[src/rtl/ram_arbiter_if.sv]
// Bundle of the per-core request ports and the shared RAM port for ram_arbiter.
// The slave modport is the arbiter's view; the master modport is the cores and RAM side.
interface ram_arbiter_if #(
  parameter int CPUS = 2,
  parameter int AW   = 32
);
  logic [CPUS-1:0]          iREN;
  logic [CPUS-1:0]          dREN;
  logic [CPUS-1:0]          dWEN;
  logic [CPUS-1:0][AW-1:0]  iaddr;
  logic [CPUS-1:0][AW-1:0]  daddr;
  logic [CPUS-1:0][31:0]    dstore;
  logic [CPUS-1:0]          iwait;
  logic [CPUS-1:0]          dwait;
  logic [CPUS-1:0][31:0]    iload;
  logic [CPUS-1:0][31:0]    dload;
  logic                     ramREN;
  logic                     ramWEN;
  logic [AW-1:0]            ramaddr;
  logic [31:0]              ramstore;
  logic [31:0]              ramload;
  logic [1:0]               ramstate;

  modport slave (
    input  iREN, dREN, dWEN, iaddr, daddr, dstore, ramload, ramstate,
    output iwait, dwait, iload, dload, ramREN, ramWEN, ramaddr, ramstore
  );

  modport master (
    output iREN, dREN, dWEN, iaddr, daddr, dstore, ramload, ramstate,
    input  iwait, dwait, iload, dload, ramREN, ramWEN, ramaddr, ramstore
  );
endinterface

[src/rtl/ram_arbiter.sv]
// Two-core RAM arbiter: four slots (D0, D1, I0, I1), data beats instruction,
// ties inside a class alternate on the core that completed last.
module ram_arbiter #(
  parameter int CPUS = 2,
  parameter int AW   = 32
) (
  input  logic         CLK,
  input  logic         nRST,
  ram_arbiter_if.slave bus,
  output logic         dbg_state_o,
  output logic [1:0]   dbg_grant_o
);
  // Handshake: a slot requests by holding its REN/WEN high; it is served in the
  // single cycle where its wait is 0, and must keep requesting until then.
  typedef enum logic {IDLE, GRANT} state_e;
  typedef enum logic [1:0] {SLOT_D0, SLOT_D1, SLOT_I0, SLOT_I1} slot_e;

  localparam logic [1:0] RS_ACCESS = 2'd2;

  state_e          state_q, state_d;
  slot_e           grant_q, grant_d;
  logic            last_cpu_q, last_cpu_d;
  logic [CPUS-1:0] dreq, ireq, cls_req;
  logic            win_data, win_core;
  logic            g_data, g_core, g_req;

  always_comb begin
    dreq     = bus.dREN | bus.dWEN;
    ireq     = bus.iREN;
    win_data = |dreq;
    cls_req  = win_data ? dreq : ireq;
    win_core = (&cls_req) ? ~last_cpu_q : cls_req[1];
    // grant id encodes class in bit 1 (1 = instruction) and core in bit 0
    g_data   = ~grant_q[1];
    g_core   = grant_q[0];
    g_req    = g_data ? dreq[g_core] : ireq[g_core];
  end

  always_comb begin
    state_d      = state_q;
    grant_d      = grant_q;
    last_cpu_d   = last_cpu_q;
    bus.iwait    = '1;
    bus.dwait    = '1;
    bus.ramREN   = 1'b0;
    bus.ramWEN   = 1'b0;
    bus.ramaddr  = '0;
    bus.ramstore = '0;
    case (state_q)
      IDLE: begin
        if ((|dreq) || (|ireq)) begin
          grant_d = slot_e'({~win_data, win_core});
          state_d = GRANT;
        end
      end
      GRANT: begin
        if (g_data) begin
          bus.ramaddr  = bus.daddr[g_core];
          bus.ramstore = bus.dstore[g_core];
          bus.ramWEN   = bus.dWEN[g_core];
          bus.ramREN   = bus.dREN[g_core] & ~bus.dWEN[g_core];
        end else begin
          bus.ramaddr  = bus.iaddr[g_core];
          bus.ramREN   = bus.iREN[g_core];
        end
        if (!g_req) begin
          state_d = IDLE;
        end else if (bus.ramstate == RS_ACCESS) begin
          if (g_data) bus.dwait[g_core] = 1'b0;
          else        bus.iwait[g_core] = 1'b0;
          last_cpu_d = g_core;
          state_d    = IDLE;
        end
      end
      default: state_d = IDLE;
    endcase
  end

  always_comb begin
    for (int n = 0; n < CPUS; n++) begin
      bus.iload[n] = bus.ramload;
      bus.dload[n] = bus.ramload;
    end
  end

  always_ff @(posedge CLK or negedge nRST) begin
    if (!nRST) begin
      state_q    <= IDLE;
      grant_q    <= SLOT_D0;
      last_cpu_q <= 1'b1;
    end else begin
      state_q    <= state_d;
      grant_q    <= grant_d;
      last_cpu_q <= last_cpu_d;
    end
  end

  assign dbg_state_o = (state_q == GRANT);
  assign dbg_grant_o = grant_q;
endmodule
[src/flat_wrapper.sv]
// flat-port wrapper written by rule: the top's interface ports become plain ports
module ram_arbiter_flat 
#(
  parameter int CPUS = 2,
  parameter int AW   = 32
)
  (CLK, nRST, dbg_state_o, dbg_grant_o, bus_iREN, bus_dREN, bus_dWEN, bus_iaddr, bus_daddr, bus_dstore, bus_ramload, bus_ramstate, bus_iwait, bus_dwait, bus_iload, bus_dload, bus_ramREN, bus_ramWEN, bus_ramaddr, bus_ramstore);
  ram_arbiter_if #(.CPUS(CPUS), .AW(AW)) bus_i ();
  input  logic CLK;
  input  logic nRST;
  output logic dbg_state_o;
  output logic [1:0] dbg_grant_o;
  input wire logic [$bits(bus_i.iREN)-1:0] bus_iREN;
  input wire logic [$bits(bus_i.dREN)-1:0] bus_dREN;
  input wire logic [$bits(bus_i.dWEN)-1:0] bus_dWEN;
  input wire logic [$bits(bus_i.iaddr)-1:0] bus_iaddr;
  input wire logic [$bits(bus_i.daddr)-1:0] bus_daddr;
  input wire logic [$bits(bus_i.dstore)-1:0] bus_dstore;
  input wire logic [$bits(bus_i.ramload)-1:0] bus_ramload;
  input wire logic [$bits(bus_i.ramstate)-1:0] bus_ramstate;
  output wire logic [$bits(bus_i.iwait)-1:0] bus_iwait;
  output wire logic [$bits(bus_i.dwait)-1:0] bus_dwait;
  output wire logic [$bits(bus_i.iload)-1:0] bus_iload;
  output wire logic [$bits(bus_i.dload)-1:0] bus_dload;
  output wire logic [$bits(bus_i.ramREN)-1:0] bus_ramREN;
  output wire logic [$bits(bus_i.ramWEN)-1:0] bus_ramWEN;
  output wire logic [$bits(bus_i.ramaddr)-1:0] bus_ramaddr;
  output wire logic [$bits(bus_i.ramstore)-1:0] bus_ramstore;
  assign bus_i.iREN = bus_iREN;
  assign bus_i.dREN = bus_dREN;
  assign bus_i.dWEN = bus_dWEN;
  assign bus_i.iaddr = bus_iaddr;
  assign bus_i.daddr = bus_daddr;
  assign bus_i.dstore = bus_dstore;
  assign bus_i.ramload = bus_ramload;
  assign bus_i.ramstate = bus_ramstate;
  assign bus_iwait = bus_i.iwait;
  assign bus_dwait = bus_i.dwait;
  assign bus_iload = bus_i.iload;
  assign bus_dload = bus_i.dload;
  assign bus_ramREN = bus_i.ramREN;
  assign bus_ramWEN = bus_i.ramWEN;
  assign bus_ramaddr = bus_i.ramaddr;
  assign bus_ramstore = bus_i.ramstore;
  ram_arbiter #(.CPUS(CPUS), .AW(AW)) u_core (.CLK(CLK), .nRST(nRST), .bus(bus_i), .dbg_state_o(dbg_state_o), .dbg_grant_o(dbg_grant_o));
endmodule
[config.mk]
export PLATFORM = sky130hd
export DESIGN_NAME = ram_arbiter_flat
export DESIGN_NICKNAME = d
export VERILOG_FILES = /design/src/rtl/ram_arbiter_if.sv /design/src/rtl/ram_arbiter.sv /design/src/flat_wrapper.sv
export SDC_FILE = /design/constraint.sdc
export NUM_CORES = 1
export LEC_CHECK = 0
export BUFFER_PORTS_ARGS = -buffer_cell sky130_fd_sc_hd__clkbuf_2
export CELL_PAD_IN_SITES_DETAIL_PLACEMENT = 0
export CELL_PAD_IN_SITES_GLOBAL_PLACEMENT = 1
export CORE_AREA = 3 3 168 170
export CTS_BUF_LIST = sky130_fd_sc_hd__clkbuf_16
export DETAILED_ROUTE_END_ITERATION = 16
export DIE_AREA = 0 0 171 173
export MAX_ROUTING_LAYER = met4
export PLACE_DENSITY_LB_ADDON = 0.1
export SLEW_MARGIN = 5
export SYNTH_ARGS = -nofsm -noshare
export SYNTH_HDL_FRONTEND = slang
export SYNTH_SLANG_ARGS = --single-unit
[constraint.sdc]
create_clock -name CLK -period 3.7 [get_ports CLK]
set_input_delay 0.37 -clock CLK [delete_from_list [all_inputs] [get_ports CLK]]
set_output_delay 0.37 -clock CLK [all_outputs]
set_load 0.02 [all_outputs]
==> flow_summary.html <==
<table>
<tr><th>Metric</th><th>Value</th></tr>
<tr><th colspan="2">CTS</th></tr>
<tr><td>Level count of the clock H-tree</td><td>1</td></tr>
<tr><td>Clock tree from TritonCTS</td><td>yes</td></tr>
<tr><td>Clock-pin transition on the worst setup and hold timing paths</td><td>roughly 0.03 ns</td></tr>
<tr><td>Worst skew pair latency</td><td>0.22 ns</td></tr>
<tr><td>Bufs on Longest Clock Path</td><td>2</td></tr>
<tr><td>Setup fix buffers added after clock tree synthesis</td><td>0</td></tr>
<tr><td>CTS root buffer</td><td>clkbuf_16</td></tr>
<tr><td>Number of buffers created by CTS</td><td>3</td></tr>
<tr><td># clock sinks</td><td>4</td></tr>
<tr><th colspan="2">Worst setup path</th></tr>
<tr><td>Startpoint class of the critical path</td><td>flop</td></tr>
<tr><td>Data arrival time of the worst path</td><td>about 2.3 ns</td></tr>
<tr><td>Required time of the critical path</td><td>between 3 and 4 ns</td></tr>
<tr><td>Maximum fanout along the worst path</td><td>44</td></tr>
<tr><td>Critical path class</td><td>reg -&gt; out</td></tr>
<tr><td>Endpoint class of the critical path</td><td>primary output</td></tr>
<tr><th colspan="2">Synth</th></tr>
<tr><td>Largest cells by area after synthesis</td><td>buf_4, mux4_2, mux2i_1, and2_1, nor2_1</td></tr>
<tr><td>Post-synth top flop</td><td>dfrtp_1</td></tr>
<tr><td>Cell type with the largest total area after synthesis</td><td>buf_4</td></tr>
<tr><td>Synth top area share</td><td>35.4%</td></tr>
<tr><td>Number of synthesized register bits</td><td>4</td></tr>
<tr><td>Synthesized area</td><td>~2800 um^2</td></tr>
<tr><td>Post-synthesis cell count</td><td>314</td></tr>
<tr><td>Distinct cells, synth</td><td>34</td></tr>
<tr><td>Synth Warn #</td><td>0</td></tr>
<tr><td>Fraction of the yosys area taken by sequential cells</td><td>~3.6%</td></tr>
<tr><td>Number of synthesized flops with an enable pin</td><td>0</td></tr>
<tr><td>Average instance area after synthesis</td><td>around 9 um^2</td></tr>
<tr><td>Synthesized netlist net count</td><td>around 550</td></tr>
<tr><td>Post-synth ARST share</td><td>between 90% and 100%</td></tr>
<tr><th colspan="2">Finish</th></tr>
<tr><td>Share of layout cells above drive strength 1</td><td>between 70% and 80%</td></tr>
<tr><td>Synth-to-layout area growth</td><td>30.1%</td></tr>
<tr><td>Fill count</td><td>3151</td></tr>
<tr><td>Flip-flop and latch area</td><td>105 um^2</td></tr>
<tr><td>Area taken by multi-input logic gates</td><td>1610 um^2</td></tr>
<tr><td>Number of nets in the finished design</td><td>685</td></tr>
<tr><td>Final Instance Count excl. Fillers</td><td>just under 800</td></tr>
<tr><th colspan="2">Timing</th></tr>
<tr><td>Crit share post-route</td><td>roughly 73%</td></tr>
<tr><td>Transition time at the pin with the least slew margin</td><td>a little under 0.9 ns</td></tr>
<tr><td>Count of endpoints failing hold in the final timing report</td><td>0</td></tr>
<tr><td>Largest clock skew in the final design</td><td>about 0.0028 ns</td></tr>
<tr><td>Worst rel slew slack</td><td>42.4%</td></tr>
<tr><td>Setup tns final</td><td>0 ns</td></tr>
<tr><td>Max Slew Vio Count</td><td>0</td></tr>
<tr><td>Unrepaired setup endpoints after global routing</td><td>false</td></tr>
<tr><td>Achievable clock frequency</td><td>0.369 GHz</td></tr>
<tr><td>Final Worst Setup Slack</td><td>around 0.99 ns</td></tr>
<tr><td>Total setup violations reported at the end of the flow</td><td>0</td></tr>
<tr><td>Worst hold slack</td><td>around 0.45 ns</td></tr>
<tr><td>Time the final worst path needs with I/O delays and setup</td><td>between 2 and 3 ns</td></tr>
<tr><th colspan="2">Routing</th></tr>
<tr><td>DRC violation total after the first TritonRoute iteration</td><td>79</td></tr>
<tr><td>Detailed-route vias per instance</td><td>3.43</td></tr>
<tr><td>Total vias in the final route</td><td>~2700</td></tr>
<tr><td>Final Routed Wirelength</td><td>between 10000 and 15000 um</td></tr>
<tr><td>Routed WL per cell</td><td>~17 um</td></tr>
<tr><td>Number of routed nets with antenna violations</td><td>0</td></tr>
<tr><td>DR DRC count</td><td>0</td></tr>
<tr><td>Number of iterations in the first detailed-routing pass</td><td>6</td></tr>
<tr><th colspan="2">Placement</th></tr>
<tr><td>Cell Count Post-Placement</td><td>786</td></tr>
<tr><td>Count of input and output buffers</td><td>roughly 270</td></tr>
<tr><td>Final estimated routing congestion in global placement</td><td>~0.74</td></tr>
<tr><td>Pre-CTS setup slack</td><td>a little over 1 ns</td></tr>
<tr><td>Half-perimeter wire length of the detailed placement result</td><td>~12000 um</td></tr>
<tr><th colspan="2">Outcome</th></tr>
<tr><td>Result of the run</td><td>finished, final reports clean</td></tr>
<tr><th colspan="2">GRT</th></tr>
<tr><td>Largest net degree at the start of global routing</td><td>between 40 and 50</td></tr>
<tr><td>Global-route congestion overflow total</td><td>0</td></tr>
<tr><td>Initial antenna violation count</td><td>1</td></tr>
<tr><td>Global-route met3 utilization</td><td>between 2 and 2.5%</td></tr>
<tr><td>Gr busiest metal</td><td>met2</td></tr>
<tr><td>Global-route track usage on met1</td><td>approximately 8.1%</td></tr>
<tr><td>Wire length of the first global-routing pass</td><td>18900 um</td></tr>
<tr><td>Met2 Track Usage GR</td><td>between 10% and 20%</td></tr>
<tr><td>Number of global-route vias before repair</td><td>between 3000 and 4000</td></tr>
<tr><td>Total track usage</td><td>approximately 8.6%</td></tr>
<tr><th colspan="2">Floorplanning</th></tr>
<tr><td>Die height</td><td>about 170 um</td></tr>
<tr><td>Initial cell density of the core</td><td>a little over a tenth</td></tr>
<tr><td>Number of standard-cell rows in the floorplan</td><td>60</td></tr>
<tr><td>Number of primary I/O pins</td><td>between 400 and 500</td></tr>
<tr><td>Area of the die</td><td>29600 um^2</td></tr>
<tr><td>Area of the core</td><td>26900 um^2</td></tr>
<tr><td>Overall die width</td><td>about 170 um</td></tr>
<tr><th colspan="2">Job</th></tr>
<tr><td>Max_cap viols</td><td>0</td></tr>
<tr><th colspan="2">Power and ir drop</th></tr>
<tr><td>Peak supply drop</td><td>about 0.15 mV</td></tr>
<tr><td>Power per Cell Area</td><td>700 nW/um^2</td></tr>
<tr><td>Design Power</td><td>roughly 2.5 mW</td></tr>
<tr><td>Leakage</td><td>between 1.5 and 2 nW</td></tr>
<tr><th colspan="2">Min path</th></tr>
<tr><td>Hold/Removal Path Class</td><td>in -&gt; reg</td></tr>
</table>
state kept, by name, summed over array words and instances (netlist names):
signal and count:
u_core.dbg_grant_o 2, u_core.dbg_state_o 1, u_core.last_cpu_q 1
final cells by class:
class | count | area share, %
diodes | 1 | 0.0688
clock buffers | 3 | 2.06
clock inverters | 1 | 0.103
inverters | 1 | 0.103
multi-input cells | 162 | 44.3
flip-flops and latches | 4 | 2.89
well taps | 341 | 11.7
repair buffers | 279 | 38.8
what timing repair did:
| action | CTS | global route |
|---|---|---|
| hold buffers | 1 | 0 |
| resized for setup | 0 | 0 |
| setup endpoints to repair | 0 | 0 |
| endpoints found under the hold margin | 3 | 0 |
layout by cell type (no fill, tap or decap), types with 2 or more instances in the layout:
cell	Yosys	routed
nand4_1	2	2
dfrtp_1	3	2
buf_4	132	4
mux4_2	33	33
inv_1	1	2
nor2b_1	3	3
nand2b_1	2	2
clkbuf_2	0	274
nor2_1	35	35
and2_1	33	33
or2_1	2	2
clkbuf_16	0	3
nand2_1	2	2
mux2i_1	33	33
metrics by stage:
step	util [%]	area [um^2]
CTS	13.5	3640
global placement	13.2	3550
detailed placement	13.2	3550
floorplan	-	2800
finish	13.5	3640
global route	13.5	3640
cell usage after synthesis (all sizes together) (2+ instances only):
cell type / count
dfrtp: 3
clkbuf: 7
nor2: 35
nor2b: 3
mux2i: 33
or2: 2
nand4: 2
buf: 140
nand2: 2
mux4: 33
and2: 33
nand2b: 2
path summary, 6_finish.rpt:
path | startpoint | cells after the start | end | slack, ns
min in group asynchronous | nRST | 2 | u_core.dbg_grant_o[1] | 0.55
setup / recovery | u_core.dbg_grant_o[0] | 4 | bus_ramstore[9] | 0.99
setup reg to reg | u_core.dbg_grant_o[0] | 3 | u_core.dbg_state_o | 1.21
hold reg to reg | u_core.last_cpu_q | 2 | u_core.last_cpu_q | 0.49
hold / removal | bus_ramstate[1] | 3 | u_core.last_cpu_q | 0.45
max in group asynchronous | nRST | 2 | u_core.last_cpu_q | 2.94
critical path, stage by stage, from the launching register on:
cell	delay [ns]
dfrtp_4	0.93
buf_4	0.61
mux2i_1	0.27
nor2_1	0.08
clkbuf_2	0.19
metal layers:
metal / part of all wire, % / up-vias
met5: 0 / -
met4: 2.4 / 0
met3: 12 / 34
met2: 52 / 207
met1: 34 / 1236
li1: - / 1238
cells by family (layout without fill, tap and decap cells):
| group | count (synthesis) | in the layout | synth area share (%) |
|---|---|---|---|
| AOI/OAI and AO/OA | 11 | 11 | 3.09 |
| buffers and inverters | 148 | 284 | 38.8 |
| DFF | 4 | 4 | 3.62 |
| muxes | 67 | 67 | 38.8 |
| other | 0 | 1 | 0 |
| and+or+nand+nor | 84 | 84 | 15.7 |
report_power, final:
group / leakage (nW) / total (mW) / internal [mW] / switching, mW
Sequential: 0.0447 / 0.216 / 0.0722 / 0.144
Combinational: 1.79 / 2.16 / 0.943 / 1.22
Clock: 0.0423 / 0.169 / 0.139 / 0.0292
Total: 1.88 / 2.55 / 1.15 / 1.39
(Power assumes the default switching activity.)
